`config.mk`:
```
export PLATFORM = sky130hd
export DESIGN_NAME = slice_adder_sequencer_flat
export DESIGN_NICKNAME = d
export VERILOG_FILES = /design/src/rtl/slice_adder_sequencer_if.sv /design/src/rtl/slice_adder_sequencer.sv /design/src/flat_wrapper.sv
export SDC_FILE = /design/constraint.sdc
export NUM_CORES = 1
export LEC_CHECK = 0
export BUFFER_PORTS_ARGS = -buffer_cell sky130_fd_sc_hd__buf_2
export CAP_MARGIN = 0
export CORE_ASPECT_RATIO = 0.5
export CORE_MARGIN = 2
export CORE_UTILIZATION = 50
export CTS_BUF_LIST = sky130_fd_sc_hd__clkbuf_8
export DETAILED_ROUTE_END_ITERATION = 8
export GPL_TIMING_DRIVEN = 0
export PLACE_DENSITY = 0.85
export SYNTH_ARGS = -nofsm -noshare
export SYNTH_HDL_FRONTEND = slang
export SYNTH_SLANG_ARGS = --single-unit
```
`constraint.sdc`:
```
create_clock -name clk -period 5.1 [get_ports clk]
set_clock_uncertainty 0.2 [all_clocks]
set_input_delay 1.02 -clock clk [delete_from_list [all_inputs] [get_ports clk]]
set_output_delay 1.02 -clock clk [all_outputs]
set_load 0.03 [all_outputs]
```
`src/rtl/slice_adder_sequencer_if.sv`:
```
// Operand/result handshake bundle for the sequenced slice adder.
// The master side is the operand source and the result consumer; the slave side is the adder.
interface slice_adder_sequencer_if #(
  parameter int WIDTH = 32
);
  logic             in_valid;
  logic             in_ready;
  logic [WIDTH-1:0] a;
  logic [WIDTH-1:0] b;
  logic             c_in;
  logic             out_valid;
  logic             out_ready;
  logic [WIDTH-1:0] sum;
  logic             c_out;
  logic             busy;

  modport slave (
    input  in_valid, a, b, c_in, out_ready,
    output in_ready, out_valid, sum, c_out, busy
  );

  modport master (
    output in_valid, a, b, c_in, out_ready,
    input  in_ready, out_valid, sum, c_out, busy
  );
endinterface

```
`src/rtl/slice_adder_sequencer.sv`:
```
// 4-bit carry-bypass adder slice: combinational, zero latency, no flow control.
// Carry-out skips the ripple chain when every bit propagates.
module carry_bypass_4_bit (
  input  logic [3:0] a,
  input  logic [3:0] b,
  input  logic       cin,
  output logic [3:0] s,
  output logic       cout
);
  logic [3:0] p;
  logic [3:0] g;
  logic [4:0] c;

  always_comb begin
    p    = a ^ b;
    g    = a & b;
    c    = '0;
    c[0] = cin;
    for (int i = 0; i < 4; i++) begin
      c[i+1] = g[i] | (p[i] & c[i]);
    end
    s    = p ^ c[3:0];
    cout = (&p) ? cin : c[4];
  end
endmodule

// WIDTH-bit adder reusing one 4-bit slice, LSB nibble first; result valid NSLICE cycles after accept.
// in_ready is low from accept until the result is taken; the result is held while out_ready is low.
module slice_adder_sequencer #(
  parameter int WIDTH = 32
) (
  input  logic                   clk,
  input  logic                   rst,
  slice_adder_sequencer_if.slave bus
);
  localparam int NSLICE = WIDTH / 4;
  localparam int CW     = (NSLICE > 1) ? $clog2(NSLICE) : 1;

  if (WIDTH < 4 || (WIDTH % 4) != 0) begin : g_bad_width
    $error("slice_adder_sequencer: WIDTH must be a positive multiple of 4");
  end

  typedef enum logic [1:0] {IDLE, RUN, DONE} state_t;

  state_t           state;
  logic [WIDTH-1:0] a_reg;
  logic [WIDTH-1:0] b_reg;
  logic [WIDTH-1:0] sum_reg;
  logic [CW-1:0]    cnt;
  logic             carry;
  logic             c_out_reg;
  logic             in_ready_reg;
  logic             out_valid_reg;
  logic             busy_reg;

  logic [CW+1:0]    base;
  logic [3:0]       slice_s;
  logic             slice_co;

  assign base = {cnt, 2'b00};

  carry_bypass_4_bit u_slice (
    .a    (a_reg[base +: 4]),
    .b    (b_reg[base +: 4]),
    .cin  (carry),
    .s    (slice_s),
    .cout (slice_co)
  );

  always_ff @(posedge clk) begin
    if (rst) begin
      state         <= IDLE;
      a_reg         <= '0;
      b_reg         <= '0;
      sum_reg       <= '0;
      cnt           <= '0;
      carry         <= 1'b0;
      c_out_reg     <= 1'b0;
      in_ready_reg  <= 1'b1;
      out_valid_reg <= 1'b0;
      busy_reg      <= 1'b0;
    end else begin
      case (state)
        IDLE: begin
          if (bus.in_valid && in_ready_reg) begin
            a_reg        <= bus.a;
            b_reg        <= bus.b;
            carry        <= bus.c_in;
            cnt          <= '0;
            state        <= RUN;
            in_ready_reg <= 1'b0;
            busy_reg     <= 1'b1;
          end
        end
        RUN: begin
          sum_reg[base +: 4] <= slice_s;
          carry              <= slice_co;
          if (cnt == CW'(NSLICE - 1)) begin
            state         <= DONE;
            c_out_reg     <= slice_co;
            out_valid_reg <= 1'b1;
          end else begin
            cnt <= cnt + 1'b1;
          end
        end
        DONE: begin
          if (bus.out_ready) begin
            state         <= IDLE;
            out_valid_reg <= 1'b0;
            in_ready_reg  <= 1'b1;
            busy_reg      <= 1'b0;
          end
        end
        default: begin
          state         <= IDLE;
          in_ready_reg  <= 1'b1;
          out_valid_reg <= 1'b0;
          busy_reg      <= 1'b0;
        end
      endcase
    end
  end

  assign bus.in_ready  = in_ready_reg;
  assign bus.out_valid = out_valid_reg;
  assign bus.sum       = sum_reg;
  assign bus.c_out     = c_out_reg;
  assign bus.busy      = busy_reg;
endmodule

```
`src/flat_wrapper.sv`:
```
// flat-port wrapper written by rule: the top's interface ports become plain ports
module slice_adder_sequencer_flat 
#(
  parameter int WIDTH = 32
)
  (clk, rst, bus_in_valid, bus_a, bus_b, bus_c_in, bus_out_ready, bus_in_ready, bus_out_valid, bus_sum, bus_c_out, bus_busy);
  slice_adder_sequencer_if #(.WIDTH(WIDTH)) bus_i ();
  input  logic clk;
  input  logic rst;
  input wire logic [$bits(bus_i.in_valid)-1:0] bus_in_valid;
  input wire logic [$bits(bus_i.a)-1:0] bus_a;
  input wire logic [$bits(bus_i.b)-1:0] bus_b;
  input wire logic [$bits(bus_i.c_in)-1:0] bus_c_in;
  input wire logic [$bits(bus_i.out_ready)-1:0] bus_out_ready;
  output wire logic [$bits(bus_i.in_ready)-1:0] bus_in_ready;
  output wire logic [$bits(bus_i.out_valid)-1:0] bus_out_valid;
  output wire logic [$bits(bus_i.sum)-1:0] bus_sum;
  output wire logic [$bits(bus_i.c_out)-1:0] bus_c_out;
  output wire logic [$bits(bus_i.busy)-1:0] bus_busy;
  assign bus_i.in_valid = bus_in_valid;
  assign bus_i.a = bus_a;
  assign bus_i.b = bus_b;
  assign bus_i.c_in = bus_c_in;
  assign bus_i.out_ready = bus_out_ready;
  assign bus_in_ready = bus_i.in_ready;
  assign bus_out_valid = bus_i.out_valid;
  assign bus_sum = bus_i.sum;
  assign bus_c_out = bus_i.c_out;
  assign bus_busy = bus_i.busy;
  slice_adder_sequencer #(.WIDTH(WIDTH)) u_core (.clk(clk), .rst(rst), .bus(bus_i));
endmodule
```
# After elaboration in Yosys (flattened, before gate mapping)
# Index checks and enable logic that the tools add are counted.
# totals
in_bits	69
mem_count	0
out_inout_bits	36
rom_bits	0
elab_cells	66
register_bits	106
ram_bits	0
latchBits	0
# op_classes
n_shift	4
n_mux	19
bitwise	13
addsub	2
n_eq_ne	7
n_reduce_logical	11
n_mul	0
magnitude_cmp	0
n_div	0
# op_table
op	n
variable part select 32 x 6 -> 4 bit	2
bitwise mux 32 bit	1
variable shift 4 x 7 -> 32 bit (first input constant)	1
variable part select 4 x 7 -> 32 bit	1
AND reduction 3 bit	4
case mux 1 bit (3 select lines)	3
bitwise XOR 4 bit	2
2-to-1 mux 1 bit	7
negation 5 -> 7 bit	1
2-to-1 mux 2 bit	3
2-to-1 mux 3 bit	2
case mux 2 bit (3 select lines)	1
case mux 3 bit (2 select lines)	1
AND reduction 2 bit	3
bitwise AND 1 bit	4
bitwise AND 4 bit	1
inequality test 2 x 1 -> 1 bit (second input constant)	2
inequality test 2 bit (second input constant)	2
OR 1 bit	4
AND reduction 4 bit	1
adder 3 x 1 -> 3 bit (second input constant)	1
== test 3 bit (second input constant)	1
== test 2 x 1 -> 1 bit (second input constant)	1
== test 2 bit (second input constant)	1
5 further kinds	6

# Depth between registers and ports, before layout
# Gate-level depths: netlist of the first run.
# depth
depth_word	12
depth_mapped	15
depth_no_buf	12

# Hierarchy
# From an unflattened synthesis of the first run, not the netlist that was laid out.
# unflattened
hier_cells	542
hier_area_um2	4805.9
# by_module_without_submodules
mod	instances	cells_per_inst	seq_area_each_um2	area_each_um2
slice_adder_sequencer	1	523	2122.0	4625.7
carry_bypass_4_bit	1	19	0.0	180.2

# Worst setup path before layout of the first run
# No wires, ideal clock.
# synth_timing
path_kind	register to register
from	register u_core.cnt[1]
to	register u_core.sum_reg[15], in the netlist u_core.bus.sum[15]
t_required_ns	4.828
slack_ns	1.531
path_buffers	2
stages_incl_launch_ff	15
setup_time_ns	0.072
arrival_time_ns	3.298
period_less_slack_ns	3.569
cell_sequence	dfxtp_1 -> buf_2 -> buf_2 -> mux4_2 -> nand2_1 -> nand2_1 -> fa_1 -> inv_1 -> fa_1 -> fa_1 -> inv_1 -> fa_1 -> nand2_1 -> or4_1 -> mux2i_1
# synth_between
elab_chain_len	11
elab_cells_between_ends	15
cone_classes	1 x add/sub; 4 x shift; 1 x mux; 9 x bitwise
# synth_lines
element	line	source
start, declared	slice_adder_sequencer.sv:49	logic [CW-1:0] cnt;
start signal, assigned	slice_adder_sequencer.sv:103	cnt <= cnt + 1'b1;
variable part select 32 x 6 -> 4 bit, on equally long branches	slice_adder_sequencer.sv:63, slice_adder_sequencer.sv:64	
bitwise XOR 4 bit	slice_adder_sequencer.sv:15	p = a ^ b;
bitwise AND 1 bit	slice_adder_sequencer.sv:20	c[i+1] = g[i] | (p[i] & c[i]);
OR 1 bit	slice_adder_sequencer.sv:20	
bitwise AND 1 bit	slice_adder_sequencer.sv:20	
OR 1 bit	slice_adder_sequencer.sv:20	
bitwise AND 1 bit	slice_adder_sequencer.sv:20	
OR 1 bit	slice_adder_sequencer.sv:20	
bitwise XOR 4 bit	slice_adder_sequencer.sv:22	s = p ^ c[3:0];
variable part select 4 x 7 -> 32 bit	slice_adder_sequencer.sv:96	sum_reg[base +: 4] <= slice_s;
bitwise mux 32 bit *	slice_adder_sequencer.sv:96	
end signal, assigned by index	slice_adder_sequencer.sv:96	
end, declared	slice_adder_sequencer.sv:48	logic [WIDTH-1:0] sum_reg;
# Mark *: on every way between the ends. The rest lies on a longest branch, timed or not.
# A chain may end at the register's enable or synchronous reset.

# Final worst setup path of the first run
# layout_timing
from	register u_core.cnt[1]
to	register u_core.sum_reg[31], in the netlist u_core.bus.sum[31]
# The elaborated chain is that of the path after synthesis.

==> results.toml, run 1 <==
[clocking]
postCtsSetupBuffers = 0
cts_resized = 0
cts_buffer_depth = 2
clkSlewWorstSetupHoldPaths_ps = 90
clkSinkCount = 106
cts_buffers = 9
cts_max_level = 3
root_buffer = "clkbuf_8"
clock_latency_ps = 380
cts_tree = "built"
hold_buffers = 0

[sta]
fin_setup_tns_ps = 0
tightestPinTransition_ps = 688
slew_viol_final = 0
rsz0062_at_grt = "false"
hold_viol = 0
max_slew_margin_pct = 53.5
setup_viol = 0
final.min_clock_period_ps = 4240
timing.final.crit_share_pct = 83.2
max_freq_mhz = 236

[critical_path]
r2r_start = "u_core.cnt[1]$_SDFFE_PP0P_"
start_kind = "flip-flop"
crit_top_cell = "fa_1"
worst_ep_required_time_ps = 5210
rr_endpoint = "u_core.bus.sum[31]$_SDFFE_PP0P_"
max_stage_delay_ps = 620
reg2reg_setup_slack_ps = 860
crit_chain = "buf_2 > buf_2 > mux4_2 > nand2_1 > nand2_1 > fa_1 > inv_1 > fa_1 > fa_1 > inv_1 > fa_1 > nand2_1 > or4_1 > mux2i_1"
arrival_ps = 4360
slowest_stage = "fa_1"
end_kind = "flip-flop"
path_class = "reg2reg"
reg2reg_depth = 14
path_max_fanout = 10

[synthesis]
synth-seq-cells = 106
syn_nets = 638
syn_avg_cell_area_um2 = 8.96
syn_area_um2 = 4960
ys_seq_area_share_pct = 42.7
syn_inst = 554
async_reset_ff_share_pct = 0
ys_types = 48
ys.flop_type = "dfxtp_1"
yosysWarnings = 0
synth_edf_count = 0

[global_route]
antenna_found_initial = 0
grt_overflow = 0
track_usage_pct = 22.9
grt_pass1_wl_mm = 19.5
grt_max_degree = 17
grt_pass1_vias = 4128

[power]
p_comb_share_pct = 15.4
power.switching_mw = 0.453
p_int_mw = 1.21
powerDensity_nw_per_um2 = 284
seq_power_share_pct = 53.3
netSwitchingFraction_pct = 27.3
vdd_drop_max_mv = 0.124
p_leak_nw = 2.40
power.share.clock_pct = 31.3

[floorplan]
core-area_um2 = 9540
start_util_pct = 52.0
die_height_um = 74.5
dieArea_um2 = 10800
ios = 105
die_w_um = 145
fp-row-count = 25

[drt]
drtAntennaViolNets = 0
drtPass1Iterations = 5
wl_per_cell_um = 14.9
drt-initial-drc-count = 297
vias = 4285
drc = 0
finalWirelength_mm = 12.1
vias_per_cell = 5.30

[layout]
fin_nets = 753
final_cell_mix = "nand2_1, buf_2, dfxtp_1"
layout_commonest_cell = "nand2_1"
drive_gt1_share_pct = 24.3
area_growth_pct = 17.8
antenna_cells = 0
postLayoutCoreUtil_pct = 61.3

[status]
status = "completed"

[min_path]
holdPathEnd = "u_core.b_reg[6]$_SDFFE_PP0P_"
min_path_type = "reg2reg"
hold_path_startpoint = "u_core.b_reg[6]$_SDFFE_PP0P_"
whs_path_depth = 2

[flow_run]
drv_cap = 0

[placement]
dpl.hpwl_mm = 9.17
port_buffers = 104
gp_congestion = 0.870
==> through the flow <==
stage	instance area [um^2]	worst slack [ps]	hold slack [ps]	power [mW]	std cells
floorplan	4960	1530	232	1.07	554
global placement	5650	965	238	1.15	793
detailed placement	5650	877	246	1.16	793
CTS	5850	864	259	1.66	809
global route	5850	641	274	1.73	809
finish	5850	858	257	1.66	809
==> how the worst max path moves through the flow <==
stage,startpoint,to,depth (start not counted)
after floorplan,u_core.cnt[1]$_SDFFE_PP0P_,u_core.bus.sum[15]$_SDFFE_PP0P_,14
after global placement,u_core.cnt[1]$_SDFFE_PP0P_,u_core.bus.sum[31]$_SDFFE_PP0P_,14
after detailed placement,u_core.cnt[1]$_SDFFE_PP0P_,u_core.bus.sum[31]$_SDFFE_PP0P_,14
after CTS,u_core.cnt[1]$_SDFFE_PP0P_,u_core.bus.sum[31]$_SDFFE_PP0P_,14
after global routing,u_core.cnt[1]$_SDFFE_PP0P_,u_core.bus.sum[31]$_SDFFE_PP0P_,14
final,u_core.cnt[1]$_SDFFE_PP0P_,u_core.bus.sum[31]$_SDFFE_PP0P_,14
==> worst max-delay path, delay by kind of cell, from the launching register on <==
family | cells | cell delay [ps]
adders and majority gates | 4 | 1370
buffers and inverters | 4 | 850
DFF | 1 | 520
muxes | 2 | 510
and+or+nand+nor | 4 | 720
==> cells by family (layout without fill, tap and decap cells) <==
group,after synthesis,in the layout,share of synthesized area (%)
fa+ha+maj,15,15,4.39
buf+inv,47,167,5.37
compound gates,88,88,9.60
mux,46,46,13.6
simple gates,252,252,24.3
flops,106,106,42.7
==> layer usage <==
layer  vias to the layer above  track usage (%)  share of wire (%)
met5                         -                0                  0
met4                         0             6.27                1.5
met3                        19             6.07                5.6
met2                       120             39.5                 47
met1                      2038             29.2                 46
li1                       2108                -                  -
==> power by group through the flow <==
stage / Clock, mW / Combinational, mW / Sequential, mW
2_1_floorplan: 0 / 0.167 / 0.903
3_5_place_dp: 0 / 0.254 / 0.905
3_3_place_gp: 0 / 0.247 / 0.902
5_1_grt: 0.555 / 0.283 / 0.889
4_1_cts: 0.524 / 0.255 / 0.885
6_report: 0.520 / 0.256 / 0.886
==> Yosys cell counts (2+ instances only) <==
library cell | count | area share [%]
nand2_1 | 162 | 12
nand4_1 | 5 | 0.63
a21oi_1 | 75 | 7.6
ha_1 | 11 | 2.8
nor3b_1 | 5 | 0.76
inv_1 | 4 | 0.30
mux4_2 | 12 | 5.4
nand3_1 | 7 | 0.71
dfxtp_1 | 106 | 43
and3_4 | 3 | 0.68
clkbuf_1 | 17 | 1.3
buf_6 | 10 | 2.3
or2b_1 | 2 | 0.30
buf_2 | 12 | 1.2
nor2b_1 | 5 | 0.63
nor2_1 | 6 | 0.45
nor3_1 | 3 | 0.30
o21bai_1 | 2 | 0.30
buf_1 | 3 | 0.23
o31ai_1 | 4 | 0.60
mux4_1 | 4 | 2.1
nand2b_1 | 31 | 3.9
fa_1 | 4 | 1.6
and3_1 | 3 | 0.38
or2_2 | 2 | 0.25
and2_1 | 4 | 0.50
nand3b_1 | 3 | 0.45
mux2i_1 | 29 | 5.8
==> layout make-up <==
cell class	instances	area [um^2]
Timing Repair Buffer	104	520
Buffer	42	248
Sequential cell	106	2120
Tap cell	135	169
Fill cell	830	3690
Multi-Input combinational cell	401	2580
Clock buffer	10	138
Clock inverter	6	58.8
Inverter	5	18.8
(Power assumes the default switching activity.)
==> run 2: changes to the inputs <==
clock period = 4.2 ns   (was 5.1 ns; I/O delays follow)
==> run 2 against run 1 <==
Against the previous run: combinational power is 21% higher; die area stayed put; fmax is 5.7% higher; sequential share of layout area hardly changed; sequential power is 22% higher; total power is 21% higher; clock power is 21% higher; hold slack better by 0.60 ps; cell count stayed put; flip-flop and latch count stayed put; routed wire length hardly changed; register-to-register slack worse by 670 ps; highest routed layer unchanged.
==> results.toml, run 2 (same netlist as run 1, synthesis figures left out) <==
[sta]
setup_viol = 0
tightestPinTransition_ps = 685
slew_viol_final = 0
fin_setup_tns_ps = 0
hold_viol = 0
max_freq_mhz = 249
max_slew_margin_pct = 53.7
timing.final.crit_share_pct = 95.5
final.min_clock_period_ps = 4010
rsz0062_at_grt = "false"
final.setup.worst_slack_ps = 188

[layout]
final_cell_mix = "nand2_1, buf_2, dfxtp_1"
finish.instance_area_um2 = 5850
antenna_cells = 0
area_growth_pct = 17.9
fin_nets = 753
layout_commonest_cell = "nand2_1"
drive_gt1_share_pct = 24.5

[clocking]
cts_buffer_depth = 2
cts_max_level = 3
clkSinkCount = 106
hold_buffers = 0
cts_tree = "built"
clkSlewWorstSetupHoldPaths_ps = 90
postCtsSetupBuffers = 0
clock_latency_ps = 380
cts_buffers = 9
root_buffer = "clkbuf_8"

[global_route]
grt_pass1_vias = 4129
track_usage_pct = 22.9
grt_overflow = 0
antenna_found_initial = 0
grt_pass1_wl_mm = 19.5
grt_max_degree = 17

[drt]
vias = 4286
wl_per_cell_um = 14.9
drtPass1Iterations = 5
drc = 0
vias_per_cell = 5.30
drtAntennaViolNets = 0
finalWirelength_mm = 12.0
drt-initial-drc-count = 293

[critical_path]
reg2reg_depth = 14
start_kind = "flip-flop"
path_class = "reg2reg"
r2r_start = "u_core.cnt[1]$_SDFFE_PP0P_"
rr_endpoint = "u_core.bus.sum[31]$_SDFFE_PP0P_"
path_max_fanout = 10
arrival_ps = 4120
end_kind = "flip-flop"
worst_ep_required_time_ps = 4310
reg2reg_setup_slack_ps = 190

[power]
vdd_drop_max_mv = 0.150
netSwitchingFraction_pct = 27.2
p_leak_nw = 2.40
seq_power_share_pct = 53.3
p_total_mw = 2.02
p_comb_share_pct = 15.4
power.switching_mw = 0.549
power.share.clock_pct = 31.2
powerDensity_nw_per_um2 = 345
p_int_mw = 1.47

[floorplan]
fp-row-count = 25
core-area_um2 = 9540
die_w_um = 145
die_height_um = 74.5
ios = 105
dieArea_um2 = 10800
start_util_pct = 52.0

[placement]
pre_cts_slack_ps = -23.3
port_buffers = 104
placedInstanceArea_um2 = 5650
dpl.hpwl_mm = 9.17
gp_congestion = 0.870

[min_path]
whs_path_depth = 2
hold_path_startpoint = "u_core.b_reg[6]$_SDFFE_PP0P_"
holdPathEnd = "u_core.b_reg[6]$_SDFFE_PP0P_"
min_path_type = "reg2reg"

[flow_run]
drv_cap = 0

[status]
status = "completed"
run 2: changes by cell type in the layout (fill, tap and decap cells not counted):
cell,previous run,this run
dfxtp_1,106,105
buf_4,0,1
dfxtp_2,0,1
buf_2,116,115
run 2: worst max-delay path by stage:
stage | to | slack (ps) | start | cells after the start
5_1_grt | u_core.bus.sum[31]$_SDFFE_PP0P_ | 3 | u_core.cnt[1]$_SDFFE_PP0P_ | 14
6_report | u_core.bus.sum[31]$_SDFFE_PP0P_ | 190 | u_core.cnt[1]$_SDFFE_PP0P_ | 14
3_3_place_gp | u_core.bus.sum[31]$_SDFFE_PP0P_ | 60 | u_core.cnt[1]$_SDFFE_PP0P_ | 14
2_1_floorplan | u_core.bus.sum[15]$_SDFFE_PP0P_ | 630 | u_core.cnt[1]$_SDFFE_PP0P_ | 14
4_1_cts | u_core.bus.sum[31]$_SDFFE_PP0P_ | 70 | u_core.cnt[1]$_SDFFE_PP0P_ | 14
3_5_place_dp | u_core.bus.sum[31]$_SDFFE_PP0P_ | -20 | u_core.cnt[1]$_SDFFE_PP0P_ | 14
run 2: power by group through the flow:
stage	Clock [mW]	Sequential (mW)	Combinational, mW
6_report	0.630	1.08	0.311
5_1_grt	0.674	1.08	0.345
4_1_cts	0.636	1.07	0.309
3_5_place_dp	0	1.10	0.308
3_3_place_gp	0	1.10	0.300
2_1_floorplan	0	1.10	0.203
run 2: per-stage QoR:
stage | hold slack, ps | cells | utilization [%]
after global placement | 238 | 793 | 59.3
final | 258 | 809 | 61.4
after detailed placement | 246 | 793 | 59.3
after CTS | 259 | 809 | 61.4
after floorplan | 232 | 554 | -
after global routing | 274 | 809 | 61.4
run 2: layout make-up:
class / instances / area (um^2)
clock inverter: 6 / 58.8
multi-input combinational: 401 / 2580
tap: 135 / 169
sequential: 106 / 2120
buffer: 42 / 250
clock buffer: 10 / 138
fill: 833 / 3690
inverter: 5 / 18.8
timing repair buffer: 104 / 520
run 2: timing repair:
| item | in CTS | in global routing |
|---|---|---|
| resized for setup | 1 | 1 |
| cloned | 0 | 0 |
| endpoints found under the setup margin | 2 | 2 |
run 2: critical path, stage by stage, from the launching register on:
cell	delay (ps)
dfxtp_2	440
buf_4	250
buf_2	310
mux4_2	360
nand2_1	90
nand2_1	110
fa_1	400
inv_1	80
fa_1	180
fa_1	170
inv_1	60
fa_1	620
nand2_1	70
or4_1	450
mux2i_1	150
run 2: metal layers:
layer	up-vias	share of wire (%)	global-route usage [%]
li1	2104	-	-
met1	2016	44	29.2
met2	147	47	39.6
met3	19	6.7	6.07
met4	0	1.6	6.27
met5	-	0	0
